--- src/rtl/seg7_scan_driver_pkg.sv ---
// Shared definitions for the seven-segment display blocks.
// Holds the active-low segment patterns ({g,f,e,d,c,b,a}), the all-dark
// segment and anode values, and a helper that turns a digit index into its
// active-low anode select.
package seg7_scan_driver_pkg;

  typedef logic [6:0] seg_t;

  localparam seg_t SEG_0 = 7'b1000000;
  localparam seg_t SEG_1 = 7'b1111001;
  localparam seg_t SEG_2 = 7'b0100100;
  localparam seg_t SEG_3 = 7'b0110000;
  localparam seg_t SEG_4 = 7'b0011001;
  localparam seg_t SEG_5 = 7'b0010010;
  localparam seg_t SEG_6 = 7'b0000010;
  localparam seg_t SEG_7 = 7'b1111000;
  localparam seg_t SEG_8 = 7'b0000000;
  localparam seg_t SEG_9 = 7'b0010000;
  localparam seg_t SEG_A = 7'b0001000;
  localparam seg_t SEG_B = 7'b0000011;
  localparam seg_t SEG_C = 7'b1000110;
  localparam seg_t SEG_D = 7'b0100001;
  localparam seg_t SEG_E = 7'b0000110;
  localparam seg_t SEG_F = 7'b0001110;

  localparam seg_t       SEG_OFF = 7'h7F;
  localparam logic [3:0] AN_OFF  = 4'hF;

  // Active-low one-hot anode select for a digit index.
  function automatic logic [3:0] an_select(input logic [1:0] idx);
    logic [3:0] an_v;
    case (idx)
      2'd0:    an_v = 4'b1110;
      2'd1:    an_v = 4'b1101;
      2'd2:    an_v = 4'b1011;
      2'd3:    an_v = 4'b0111;
      default: an_v = AN_OFF;
    endcase
    return an_v;
  endfunction

endpackage

--- src/rtl/hex_to_seg7.sv ---
// hex_to_seg7: purely combinational hex nibble to seven-segment decoder.
// Ports:
//   hex_i  in  4  nibble to display
//   seg_o  out 7  segments {g,f,e,d,c,b,a}, active low
module hex_to_seg7
  import seg7_scan_driver_pkg::*;
(
  input  logic [3:0] hex_i,
  output logic [6:0] seg_o
);

  // Nibble to segment pattern lookup.
  always_comb begin
    seg_o = SEG_OFF;
    case (hex_i)
      4'h0:    seg_o = SEG_0;
      4'h1:    seg_o = SEG_1;
      4'h2:    seg_o = SEG_2;
      4'h3:    seg_o = SEG_3;
      4'h4:    seg_o = SEG_4;
      4'h5:    seg_o = SEG_5;
      4'h6:    seg_o = SEG_6;
      4'h7:    seg_o = SEG_7;
      4'h8:    seg_o = SEG_8;
      4'h9:    seg_o = SEG_9;
      4'hA:    seg_o = SEG_A;
      4'hB:    seg_o = SEG_B;
      4'hC:    seg_o = SEG_C;
      4'hD:    seg_o = SEG_D;
      4'hE:    seg_o = SEG_E;
      4'hF:    seg_o = SEG_F;
      default: seg_o = SEG_OFF;
    endcase
  end

endmodule

--- src/rtl/seg7_scan_driver.sv ---
// seg7_scan_driver: time-multiplexed 4-digit seven-segment display driver.
// One digit is lit per refresh slot of DIV = CLK_HZ/REFRESH_HZ cycles; the
// first BLANK_CYC cycles of every slot keep all anodes dark so the previous
// digit's pattern never ghosts onto the next anode. DIV must be at least
// BLANK_CYC+2. Inputs are copied into shadow registers once per frame (four
// slots) so a digit never shows a half-updated value.
// Ports:
//   clk         in  1   system clock
//   rst_n       in  1   synchronous reset, active low
//   value       in  16  four hex nibbles, value[3:0] is the rightmost digit
//   dp_in       in  4   decimal point per digit, active high
//   digit_en    in  4   per-digit enable, 0 keeps that digit dark
//   seg         out 7   segments {g,f,e,d,c,b,a}, active low
//   dp          out 1   decimal point, active low
//   an          out 4   digit anodes, active low, at most one low
//   frame_done  out 1   one-cycle pulse at each frame boundary
module seg7_scan_driver
  import seg7_scan_driver_pkg::*;
#(
  parameter int CLK_HZ     = 100_000_000,
  parameter int REFRESH_HZ = 1000,
  parameter int BLANK_CYC  = 16
) (
  input  logic        clk,
  input  logic        rst_n,
  input  logic [15:0] value,
  input  logic [3:0]  dp_in,
  input  logic [3:0]  digit_en,
  output logic [6:0]  seg,
  output logic        dp,
  output logic [3:0]  an,
  output logic        frame_done
);

  localparam int DIV   = CLK_HZ / REFRESH_HZ;
  localparam int CNT_W = (DIV > 1) ? $clog2(DIV) : 1;
  localparam logic [CNT_W-1:0] CNT_LAST  = CNT_W'(DIV - 1);
  localparam logic [CNT_W-1:0] CNT_BLANK = CNT_W'(BLANK_CYC);

  logic [CNT_W-1:0] cnt_q, cnt_d;
  logic [1:0]       idx_q, idx_d;
  logic [15:0]      shadow_value_q;
  logic [3:0]       shadow_dp_q;
  logic [3:0]       shadow_en_q;
  // Clear until the first shadow load after reset, so the first frame
  // picks up the inputs immediately instead of a whole frame later.
  logic             loaded_q;

  logic [6:0]       seg_q;
  logic             dp_q;
  logic [3:0]       an_q;
  logic             frame_done_q;

  logic             slot_end_s;
  logic             frame_end_s;
  logic             load_s;
  logic [3:0]       nibble_s;
  logic [6:0]       seg_s;
  logic [3:0]       an_d;
  logic             dp_d;

  assign slot_end_s  = (cnt_q == CNT_LAST);
  assign frame_end_s = slot_end_s && (idx_q == 2'd3);
  assign load_s      = frame_end_s || !loaded_q;

  // Prescaler and digit index next state; idx wraps 3->0 naturally.
  always_comb begin
    cnt_d = cnt_q;
    idx_d = idx_q;
    if (slot_end_s) begin
      cnt_d = '0;
      idx_d = idx_q + 2'd1;
    end else begin
      cnt_d = cnt_q + CNT_W'(1);
      idx_d = idx_q;
    end
  end

  // Select the shadow nibble of the digit currently being scanned.
  always_comb begin
    nibble_s = 4'h0;
    case (idx_q)
      2'd0:    nibble_s = shadow_value_q[3:0];
      2'd1:    nibble_s = shadow_value_q[7:4];
      2'd2:    nibble_s = shadow_value_q[11:8];
      2'd3:    nibble_s = shadow_value_q[15:12];
      default: nibble_s = 4'h0;
    endcase
  end

  hex_to_seg7 u_hex_to_seg7 (
    .hex_i (nibble_s),
    .seg_o (seg_s)
  );

  // Anode and decimal-point next values. Every slot starts blanked, so the
  // anode never moves directly from one digit to another.
  always_comb begin
    an_d = AN_OFF;
    if (cnt_q < CNT_BLANK) begin
      an_d = AN_OFF;
    end else if (shadow_en_q[idx_q]) begin
      an_d = an_select(idx_q);
    end else begin
      an_d = AN_OFF;
    end
    dp_d = ~shadow_dp_q[idx_q];
  end

  // State, shadow and output registers.
  always_ff @(posedge clk) begin
    if (!rst_n) begin
      cnt_q          <= '0;
      idx_q          <= 2'd0;
      shadow_value_q <= 16'h0000;
      shadow_dp_q    <= 4'h0;
      shadow_en_q    <= 4'h0;
      loaded_q       <= 1'b0;
      seg_q          <= SEG_OFF;
      dp_q           <= 1'b1;
      an_q           <= AN_OFF;
      frame_done_q   <= 1'b0;
    end else begin
      cnt_q        <= cnt_d;
      idx_q        <= idx_d;
      loaded_q     <= 1'b1;
      if (load_s) begin
        shadow_value_q <= value;
        shadow_dp_q    <= dp_in;
        shadow_en_q    <= digit_en;
      end
      seg_q        <= seg_s;
      dp_q         <= dp_d;
      an_q         <= an_d;
      frame_done_q <= frame_end_s;
    end
  end

  assign seg        = seg_q;
  assign dp         = dp_q;
  assign an         = an_q;
  assign frame_done = frame_done_q;

endmodule

--- config.mk ---
export PLATFORM = sky130hd
export DESIGN_NAME = seg7_scan_driver
export DESIGN_NICKNAME = d
export VERILOG_FILES = /design/src/rtl/seg7_scan_driver_pkg.sv /design/src/rtl/hex_to_seg7.sv /design/src/rtl/seg7_scan_driver.sv
export SDC_FILE = /design/constraint.sdc
export NUM_CORES = 1
export LEC_CHECK = 0
export CAP_MARGIN = 20
export CORE_ASPECT_RATIO = 0.75
export CORE_MARGIN = 5
export CORE_UTILIZATION = 58
export DETAILED_ROUTE_END_ITERATION = 8
export GPL_ROUTABILITY_DRIVEN = 0
export PLACE_DENSITY_LB_ADDON = 0.15
export SYNTH_ARGS = -nofsm -noshare
export SYNTH_HDL_FRONTEND = slang
export SYNTH_HIERARCHICAL = 1
export SYNTH_SLANG_ARGS = --single-unit
--- constraint.sdc ---
create_clock -name clk -period 5.7 [get_ports clk]
set_input_delay 0.855 -clock clk [delete_from_list [all_inputs] [get_ports clk]]
set_output_delay 0.855 -clock clk [all_outputs]
set_load 0.03 [all_outputs]
* Yosys cells after proc, flatten, opt, wreduce, memory -nomap -nowiden *
Memories as Yosys holds them, arrays and structs flattened. A register that Yosys moved wholly into a read port is not among the register bits.
Cells that the tools add are included.

word-level totals
  register bits after elaboration = 50
  memory bits (read-only) = 112
  output and inout port bits = 13
  logic and storage cells = 35
  memories kept = 1

operators by class
  add/subtract/negate cells = 2
  order comparisons = 2
  equal/unequal tests = 4
  mux-type cells = 7
  bitwise operators = 3
  reduce and logical (&&, ||, !) cells = 7

memory list
  memory           depth  bits a word  read ports  clocked after Yosys merged registers in  write ports  line               source
  (no name shown)  16     7            1           1                                        0            hex_to_seg7.sv:15  case (hex_i)

operators with widths
  kind                     number
  $pmux W4 S4              2
  $add A17 B1 Y17 const B  1
  $eq A17 B17 Y1 const B   1
  $lt A17 B5 Y1 const B    1
  $bmux W1 S2              2
  $eq A2 B2 Y1 const B     2
  $lt A2 B3 Y1 const B     1
  $mux W1                  3
  $not A1 Y1               3
  $reduce_or A3 Y1         1
  $add A2 B1 Y2 const B    1
  $eq A2 B1 Y1 const B     1
  $logic_not A1 Y1         2
  $logic_not A2 Y1         1
  $reduce_or A2 Y1         1
  $logic_and A1 B1 Y1      1
  $logic_or A1 B1 Y1       1

* Depth between registers and ports, before layout *
Gate-level depths: netlist (run 1).

  depth after elaboration = 4
  depth in mapped cells = 10
  mapped depth without buffers = 10

* By module *
Netlist (run 1), hierarchy kept.

modules (own cells, without submodules)
  module            times used  cells each  area an instance (um^2)
  seg7_scan_driver  1           258         2,398.6
  hex_to_seg7       1           35          270.3

* Worst setup path after synthesis (run 1) *
No wires, ideal clock.

  path type = reg-to-reg
  start point = register idx_q[0]
  end point = register seg_q[3] (netlist: seg[3])
  library setup time = 0.126 ns
  arrival time = 2.317 ns
  required time = 5.574 ns
  path slack = 3.257 ns
  cell stages (with the launch flop) = 10
  buffers on the path = 1
  cell sequence = dfxtp_1 inv_1 ha_1 clkbuf_1 mux2i_1 inv_1 ha_1 inv_1 mux4_2 nand2b_1

on the way
  longest elaborated chain between the ends = 2
  elaborated cells on any way between the ends = 5
  those cells by class = 3 x eq/ne; 1 x mux; 1 x reduce/logical

RTL lines
  element                               line                     source
  start, declared                       seg7_scan_driver.sv:41   logic [1:0] idx_q, idx_d;
  start signal, assigned                seg7_scan_driver.sv:125  idx_q <= idx_d;
  $eq A2 B2 Y1 (tied with other cells)  seg7_scan_driver.sv:82   case (idx_q)
  $pmux W4 S4 (*)                       seg7_scan_driver.sv:82
  named net nibble_s[0]                 seg7_scan_driver.sv:57   logic [3:0] nibble_s;
  end, declared                         seg7_scan_driver.sv:49   logic [6:0] seg_q;

The timed path passes the listed nets; every way through them passes the cells marked *.
A chain may end at the register's enable or synchronous reset.

* Worst setup path after layout (run 1) *
Ends and elaborated chain as after synthesis.

==> metrics.md, run 1 <==
| Metric | Value |
|---|---|
| Critical path, cell by cell | inv_1 -> ha_1 -> mux2i_1 -> inv_1 -> ha_1 -> inv_1 -> mux4_2 -> nand2b_1 |
| Clk root buf | clkbuf_8 |
| # IOs | 39 |
| Antenna Nets Post-Route | 0 |
| Commonest cells after routing, fill and taps aside | 61 x nand2_1, 57 x dfxtp_1, 37 x clkdlybuf4s50_1 |
| Number of global-route vias before repair | 1,903 |
| Synth warnings | 6 |
| Syn_nets | 331 |
| Most common cell after layout, fill and taps aside | nand2_1 |
| Final nets | 366 |
| Total track usage | 19.17% |
| HPWL Detailed | 3771 um |
| Routed Wire Length | 5345 um |
| Area Overhead vs Synth | 21.43% |
| Core Area | 0.004467 mm^2 |
| Largest net degree at the start of global routing | 61 |
| Critical Path Source Type | flip-flop |
| Met2 wire len | 2393 um |
| GRT overflow | 0 |
| Clock sinks | 57 |
| Min cycle time layout | 2.693 ns |
| Setup TNS | 0 ns |
| Clock insertion delay at the later pin of the skew report | 0.34 ns |
| Synth Register Bits | 57 |
| First-pass GRT wire length | 8659 um |
| Die Span Y | 68.75 um |
| Crit path largest cell delay | 0.49 ns |
| CTS tree | done |
| WHS Path Cells | 2 |
| Top sig layer | met4 |
| Initial Utilization | 59.75% |
| Slew Limit Fails | 0 |
| CP top delay family | multiplexers |
| # DRC | 0 |
| Hold_sp | shadow_en_q[0] |
| Number of buffers created by CTS | 9 |
| Buf/Inv on CP | 3 |
| H-tree depth reported by CTS | 3 |
| Initial DRT Pass Iterations | 4 |
| DRT met1 WL | 2496 um |
| CP Capture Type | flip-flop |
| Rel. slew slack | 35.91% |
| Ant. Diodes | 0 |
| Die ar. | 0.006072 mm^2 |
| Via Count | 2,078 |
| Fin cells | 390 |
| Avg Inst Size Synth | 9.109 um^2 |
| R2R Setup Slk | 3.01 ns |
| Reg2reg end | seg[3] |
| RSZ-0062 raised after global routing | no |
| CP max FO | 7 |
| Inst Count DP | 373 |
| Syn Inst Count | 293 |
| Worst R2R Path Depth | 8 |
| Critical path's slowest cell | dfxtp_1 |
| CP Data Required Time | 5.89 ns |
| Post-DR vias/cell | 5.328 |
| CTS clk-pin slew, worst paths | 0.06 ns |
| Postcts setup bufs | 0 |
| PortBufs | 38 |
| Post-CTS sizing | 0 |
| LEAKAGE | 1.331 nW |
| Final Skew | 0.006855 ns |
| R2R Path Start | idx_q[0] |
| Share of cells above drive strength 1 | 7.808% |
| Netlist cell types | 33 |
| Worst-Margin Slew | 0.9614 ns |
| Drt wl/cell | 13.71 um |
| VDD IR max | 0.2305 mV |
| Post-CTS Hold Buffers | 0 |
| Worst hold path class | flip-flop to flip-flop |
| Final setup violation count | 0 |
| Worst EP arrival | 2.88 ns |
| CP dominant cell by count | inv_1 |
| Fmax | 0.3713 GHz |
| Status | complete, no violations |
| Iteration-0 DRC Markers | 128 |
| Max Root-Sink Buffers | 2 |
| Sequential fraction of the synthesis area | 42.76% |
| # rows | 21 |
| Hold Path End | shadow_en_q[0] |
| Fin. Hold Viols | 0 |
| Max Cap Viol | 0 |
| WS Path Type | flip-flop to flip-flop |
| Final period util | 47.25% |
| Cell Pwr Density | 289.4 mW/mm^2 |
| Antenna violations before repair | 0 |
| Die W | 88.33 um |
| DR WL met3 | 376 um |
| Mapped cell area | 0.002669 mm^2 |
synth_stat cells:
master	count	area share, %
buf_6	2	0.84
nand4b_1	1	0.33
mux4_2	3	2.5
buf_12	2	1.5
nand2b_1	8	1.9
nor3_1	1	0.19
nand4bb_1	1	0.42
nand2_1	61	8.6
or4_1	1	0.28
nor4_1	3	0.70
o211ai_1	1	0.28
a21oi_1	8	1.5
nand4_1	8	1.9
clkbuf_1	8	1.1
nor2_1	21	3.0
inv_2	1	0.14
or3_1	4	0.94
inv_1	14	2.0
buf_2	5	0.94
dfxtp_1	57	43
o21ai_1	2	0.38
nand3_1	5	0.94
a32o_1	1	0.38
o31a_1	1	0.33
mux2i_1	33	12
or3_2	2	0.56
o21ai_0	8	1.5
xor2_1	8	2.6
and3_1	3	0.70
a222oi_1	4	1.5
xnor2_1	3	0.98
ha_1	12	5.6
and4_2	1	0.38
metrics by stage:
step / util [%] / power [W] / area, um^2 / hold slack (ns) / worst slack, ns
final: 72.55 / 0.0009379 / 3241 / 0.4563 / 3.007
after global routing: 72.55 / 0.0009759 / 3241 / 0.4823 / 2.763
after detailed placement: 67.45 / 0.0005329 / 3013 / 0.4519 / 3.009
after floorplan: - / 0.0004977 / 2669 / 0.4348 / 3.257
after global placement: 67.28 / 0.0005300 / 3005 / 0.4460 / 3.105
after CTS: 72.38 / 0.0009459 / 3233 / 0.4606 / 2.980
registers in the layout, summed over array words and instances (netlist names), 2 cells and up:
name / cells
shadow_value_q: 16
cnt_q: 17
seg: 7
shadow_dp_q: 4
an: 4
idx_q: 2
shadow_en_q: 4
metal layers:
metal,track usage (%),vias to the layer above
li1,-,1059
met1,25.13,956
met2,27.89,55
met3,8.314,8
met4,7.358,0
met5,0,-
how the worst max path moves through the flow:
stage / startpoint / endpoint / slack [ns] / cells after the start
after CTS: idx_q[0] / seg[3] / 2.98 / 8
after global routing: idx_q[0] / seg[3] / 2.76 / 8
after detailed placement: idx_q[0] / seg[3] / 3.01 / 8
final: idx_q[0] / seg[3] / 3.01 / 8
after global placement: idx_q[0] / seg[3] / 3.10 / 8
after floorplan: idx_q[0] / seg[3] / 3.26 / 9
layout make-up:
type,count,area (um^2)
flip-flops and latches,57,1141
inverters,15,56.30
repair buffers,41,397.9
fillers,355,1226
clock buffers,11,141.4
multi-input cells,204,1354
clock inverters,5,78.83
well taps,57,71.32
cells by family after synthesis:
| group | share of synthesized area [%] |
|---|---|
| simple gates | 20.72 |
| flops | 42.76 |
| mux | 14.91 |
| buf+inv | 6.516 |
| compound gates | 5.861 |
| fa+ha+maj | 5.626 |
| xor+xnor | 3.610 |
worst register-to-register path: stages, from the launching register on:
cell,delay [ns]
dfxtp_1,0.49
inv_1,0.11
ha_1,0.31
mux2i_1,0.49
inv_1,0.20
ha_1,0.33
inv_1,0.05
mux4_2,0.43
nand2b_1,0.15
where the power goes:
group	switching (W)	internal, W	total (W)
Combinational	0.0000490	0.0000485	0.0000974
Clock	0.000156	0.000257	0.000413
Sequential	0.0000105	0.000417	0.000427
No activity file was read; power rests on OpenSTA's default activity.
==> inputs of run 2 (changes only) <==
CORE_UTILIZATION = 54   (was 58)
clock period = 2.5 ns   (was 5.7 ns; I/O delays follow)
==> run 2 against run 1 <==
Cell area is 1.2% higher; largest power group unchanged; via count is 0.67% higher; fmax is 12% higher; clock skew hardly changed.
==> metrics.md, run 2 (synthesis results as in run 1) <==
| Metric | Value |
|---|---|
| Status | complete, no violations |
| Post-CTS Hold Buffers | 0 |
| Antenna Nets Post-Route | 0 |
| Slew Limit Fails | 0 |
| Share of cells above drive strength 1 | 12.02% |
| Number of global-route vias before repair | 1,873 |
| Initial DRT Pass Iterations | 4 |
| Fmax | 0.4169 GHz |
| Initial Utilization | 55.09% |
| CTS tree | done |
| # rows | 22 |
| # IOs | 39 |
| Ant. Diodes | 0 |
| R2R Setup Slk | 0.10 ns |
| Critical Path Source Type | flip-flop |
| Worst-Margin Slew | 0.7783 ns |
| Layout Utilization | 67.72% |
| Hold Slack | 0.3657 ns |
| Final nets | 376 |
| Routed Wire Length | 5272 um |
| CP Data Required Time | 2.71 ns |
| HPWL Detailed | 3709 um |
| Min cycle time layout | 2.399 ns |
| Final Skew | 0.007342 ns |
| Area of placed instances | 0.003062 mm^2 |
| Worst hold path class | input pin to flip-flop |
| Top reg by flops | cnt_q |
| Drt wl/cell | 13.15 um |
| Max Root-Sink Buffers | 2 |
| Rel. slew slack | 47.08% |
| Antenna violations before repair | 0 |
| Setup ws final | 0.1012 ns |
| Post-DR vias/cell | 5.217 |
| Clock insertion delay at the later pin of the skew report | 0.33 ns |
| Iteration-0 DRC Markers | 188 |
| Die Span Y | 70.88 um |
| Total track usage | 17.00% |
| Die ar. | 0.006462 mm^2 |
| VDD IR max | 0.4477 mV |
| First-pass GRT wire length | 8763 um |
| Area Overhead vs Synth | 22.93% |
| Final period util | 95.95% |
| Clock sinks | 57 |
| H-tree depth reported by CTS | 3 |
| LEAKAGE | 1.340 nW |
| CTS clk-pin slew, worst paths | 0.06 ns |
| # DRC | 0 |
| Core Area | 0.004845 mm^2 |
| Clk root buf | clkbuf_8 |
| Via Count | 2,092 |
| Final setup violation count | 0 |
| Fin. Hold Viols | 0 |
| Most common cell after layout, fill and taps aside | nand2_1 |
| CP max FO | 5 |
| CP Capture Type | flip-flop |
| Largest net degree at the start of global routing | 42 |
| Largest register FFs | 17 |
| Max Cap Viol | 0 |
| Final Cell Area | 0.003281 mm^2 |
| PortBufs | 38 |
| Number of buffers created by CTS | 9 |
| GRT overflow | 0 |
| Setup TNS | 0 ns |
| Post-Place Setup Slack | -0.07685 ns |
| Worst EP arrival | 2.61 ns |
| Commonest cells after routing, fill and taps aside | 61 x nand2_1, 56 x dfxtp_1, 37 x clkdlybuf4s50_1 |
| WS Path Type | flip-flop to flip-flop |
| Cell Pwr Density | 591.5 mW/mm^2 |
| Die W | 91.18 um |
[run 2: critical path, stage by stage, from the launching register on]
cell and delay, ns:
dfxtp_2 0.36, inv_1 0.07, ha_1 0.26, a222oi_1 0.42
mux2i_2 0.21, buf_4 0.19, ha_1 0.18, mux4_2 0.45
nand2b_1 0.15
[run 2: report_power, final]
| group | total [W] | switching, W | internal, W | leakage (nW) |
|---|---|---|---|---|
| clock network | 0.000736 | 0.000338 | 0.000398 | 0.0871 |
| registers | 0.000972 | 0.0000223 | 0.000950 | 0.468 |
| logic | 0.000233 | 0.000113 | 0.000119 | 0.785 |
| total | 0.00194 | 0.000473 | 0.00147 | 1.34 |
[run 2: final timing paths]
kind,startpoint,endpoint,cells after the start
max,idx_q[0],seg[3],8
min reg2reg,shadow_dp_q[2],shadow_dp_q[2],2
min,rst_n,loaded_q,1
max reg2reg,idx_q[0],seg[3],8
[run 2: final cells by class]
type / count / area [um^2]
repair buffers: 51 / 473.0
multi-input cells: 204 / 1365
fillers: 399 / 1564
flip-flops and latches: 57 / 1142
inverters: 15 / 56.30
clock inverters: 3 / 17.52
clock buffers: 11 / 151.4
well taps: 60 / 75.07
[run 2: routing by layer]
metal  wire, um  global-route usage [%]  vias up
met5          0                       0        -
met4         55                   4.560        0
met3        486                   7.758        7
met2       2142                   23.04       69
met1       2587                   24.27      938
li1           -                       -     1078
[run 2: per-stage QoR]
stage | power, W | std cells
floorplan | 0.001135 | 293
global placement | 0.001214 | 382
detailed placement | 0.001217 | 382
CTS | 0.001953 | 396
global route | 0.002036 | 401
finish | 0.001941 | 401
[run 2: timing repair]
action | in CTS | in global routing
setup buffers | 0 | 5
setup endpoints to repair | 2 | 3
pin swaps | 0 | 2
gates resized for setup | 2 | 4
==> inputs of run 3 (changes only) <==
CELL_PAD_IN_SITES_DETAIL_PLACEMENT = 1   (was unset)
CELL_PAD_IN_SITES_GLOBAL_PLACEMENT = 1   (was unset)
CORE_UTILIZATION = 41   (was 54)
==> run 3 against run 2 <==
Power up 17%; critical path depth unchanged; combinational power up 4%; clock skew about the same; register-to-register slack about the same; sequential share of layout area down 1.2 points; core utilization down 14 points; non-clock buffer count up 2; routed wire length up 28%; clock power up 43%; largest power group is now clock; highest routed layer unchanged.
==> metrics.md, run 3 (synthesis results as in run 1) <==
| Metric | Value |
|---|---|
| Ant. Diodes | 0 |
| Core Area | 0.006319 mm^2 |
| WHS Path Cells | 2 |
| Post-DR vias/cell | 5.038 |
| Initial DRT Pass Iterations | 4 |
| Crit path largest cell delay | 0.44 ns |
| Iteration-0 DRC Markers | 86 |
| Most common cell after layout, fill and taps aside | nand2_1 |
| Clk root buf | clkbuf_8 |
| Post-CTS Hold Buffers | 0 |
| Max Cap Viol | 0 |
| Final nets | 378 |
| CTS tree | done |
| Largest register FFs | 17 |
| Antenna Nets Post-Route | 0 |
| CP max FO | 6 |
| Clock sinks | 57 |
| Critical path's slowest cell | mux4_2 |
| Total track usage | 17.64% |
| Routed Wire Length | 6724 um |
| Final Skew | 0.006926 ns |
| # rows | 25 |
| HPWL Detailed | 4793 um |
| GRT overflow | 0 |
| Die ar. | 0.008239 mm^2 |
| Slew Limit Fails | 0 |
| H-tree depth reported by CTS | 3 |
| Initial Utilization | 42.24% |
| Critical Path Source Type | flip-flop |
| CTS clk-pin slew, worst paths | 0.06 ns |
| Die W | 103.2 um |
| Buf/Inv on CP | 2 |
| # DRC | 0 |
| Number of global-route vias before repair | 2,238 |
| Inst Count DP | 404 |
| Critical path, cell by cell | ha_1 -> a222oi_1 -> mux2i_2 -> inv_2 -> ha_1 -> inv_1 -> mux4_2 -> nand2b_1 |
| PortBufs | 38 |
| Share of cells above drive strength 1 | 12.75% |
| Antenna violations before repair | 0 |
| Rel. slew slack | 69.39% |
| Worst EP arrival | 2.61 ns |
| Final Cell Area | 0.003396 mm^2 |
| CP Capture Type | flip-flop |
| Worst-Margin Slew | 0.4549 ns |
| Largest net degree at the start of global routing | 50 |
| Min cycle time layout | 2.391 ns |
| WS Path Type | flip-flop to flip-flop |
| Max Root-Sink Buffers | 2 |
| Setup TNS | 0 ns |
| Worst R2R Path Depth | 8 |
| Via Count | 2,146 |
| Commonest cells after routing, fill and taps aside | 61 x nand2_1, 56 x dfxtp_1, 37 x clkdlybuf4s50_1 |
| CP Data Required Time | 2.72 ns |
| LEAKAGE | 1.385 nW |
| CP dominant cell by count | ha_1 |
| Fin. Hold Viols | 0 |
| Area Overhead vs Synth | 27.24% |
| Area of placed instances | 0.003095 mm^2 |
| CP Depth | 8 |
| Cell Pwr Density | 667.5 mW/mm^2 |
| Clock insertion delay at the later pin of the skew report | 0.33 ns |
| Number of buffers created by CTS | 9 |
| Worst hold path class | input pin to flip-flop |
| VDD IR max | 0.3884 mV |
| Final setup violation count | 0 |
| First-pass GRT wire length | 11,070 um |
| Fmax | 0.4183 GHz |
| Die Span Y | 79.87 um |
| Top reg by flops | cnt_q |
| Drt wl/cell | 15.78 um |
| Final period util | 95.63% |
| CP top delay family | multiplexers |
| # IOs | 39 |
| Status | complete, no violations |
| Fin cells | 426 |
-- run 3: changes by cell type in the layout (fill, tap and decap cells not counted) --
cell / delta
bufinv_16: +3
buf_4: +2
clkbuf_8: -1
clkinv_2: -1
clkbuf_1: +1
ha_1: -1
mux2i_1: +1
mux2i_2: -1
ha_2: +1
-- run 3: path summary, 6_finish.rpt --
path                          start                 to  slack [ns]
setup / recovery           idx_q[1]             seg[3]        0.11
hold / removal                rst_n             seg[6]        0.35
hold reg to reg   shadow_value_q[2]  shadow_value_q[2]        0.46
setup reg to reg           idx_q[1]             seg[3]        0.11
-- run 3: metrics by stage --
step / worst slack [ns] / hold WS, ns / utilization (%) / power [W]
floorplan: 0.05720 / 0.4027 / - / 0.001135
global placement: 0.07325 / 0.4427 / 48.99 / 0.001220
detailed placement: -0.1254 / 0.4581 / 48.99 / 0.001228
CTS: 0.01450 / 0.3286 / 53.21 / 0.002288
global route: -0.02791 / 0.3489 / 53.74 / 0.002376
finish: 0.1093 / 0.3451 / 53.74 / 0.002267
-- run 3: power by group --
group | internal, W | total [W] | switching, W | leakage (nW)
Clock | 0.000688 | 0.00105 | 0.000361 | 0.120
Combinational | 0.000122 | 0.000243 | 0.000121 | 0.797
Sequential | 0.000950 | 0.000975 | 0.0000251 | 0.468
Total | 0.00176 | 0.00227 | 0.000508 | 1.39
-- run 3: timing repair --
item                                    4_1_cts  5_1_grt
gates resized for setup                       4        2
endpoints found under the setup margin        2        3
pin swaps                                     2        1
setup buffers                                 2        4
gates cloned                                  0        0
-- run 3: cell type report --
class	instances	area [um^2]
clock inverter	5	102.6
sequential	57	1142
timing repair buffer	53	488.0
inverter	15	56.30
clock buffer	11	141.4
tap	81	101.3
fill	731	2923
multi-input combinational	204	1364
-- run 3: routing by layer --
| metal | GRT usage (%) | wire [um] | share of wire (%) | vias up |
|---|---|---|---|---|
| met5 | 0 | 0 | 0 | - |
| met4 | 6.468 | 83 | 1.2 | 0 |
| met3 | 5.677 | 301 | 4.5 | 6 |
| met2 | 26.95 | 3078 | 46 | 50 |
| met1 | 23.10 | 3260 | 48 | 1005 |
| li1 | - | - | - | 1085 |
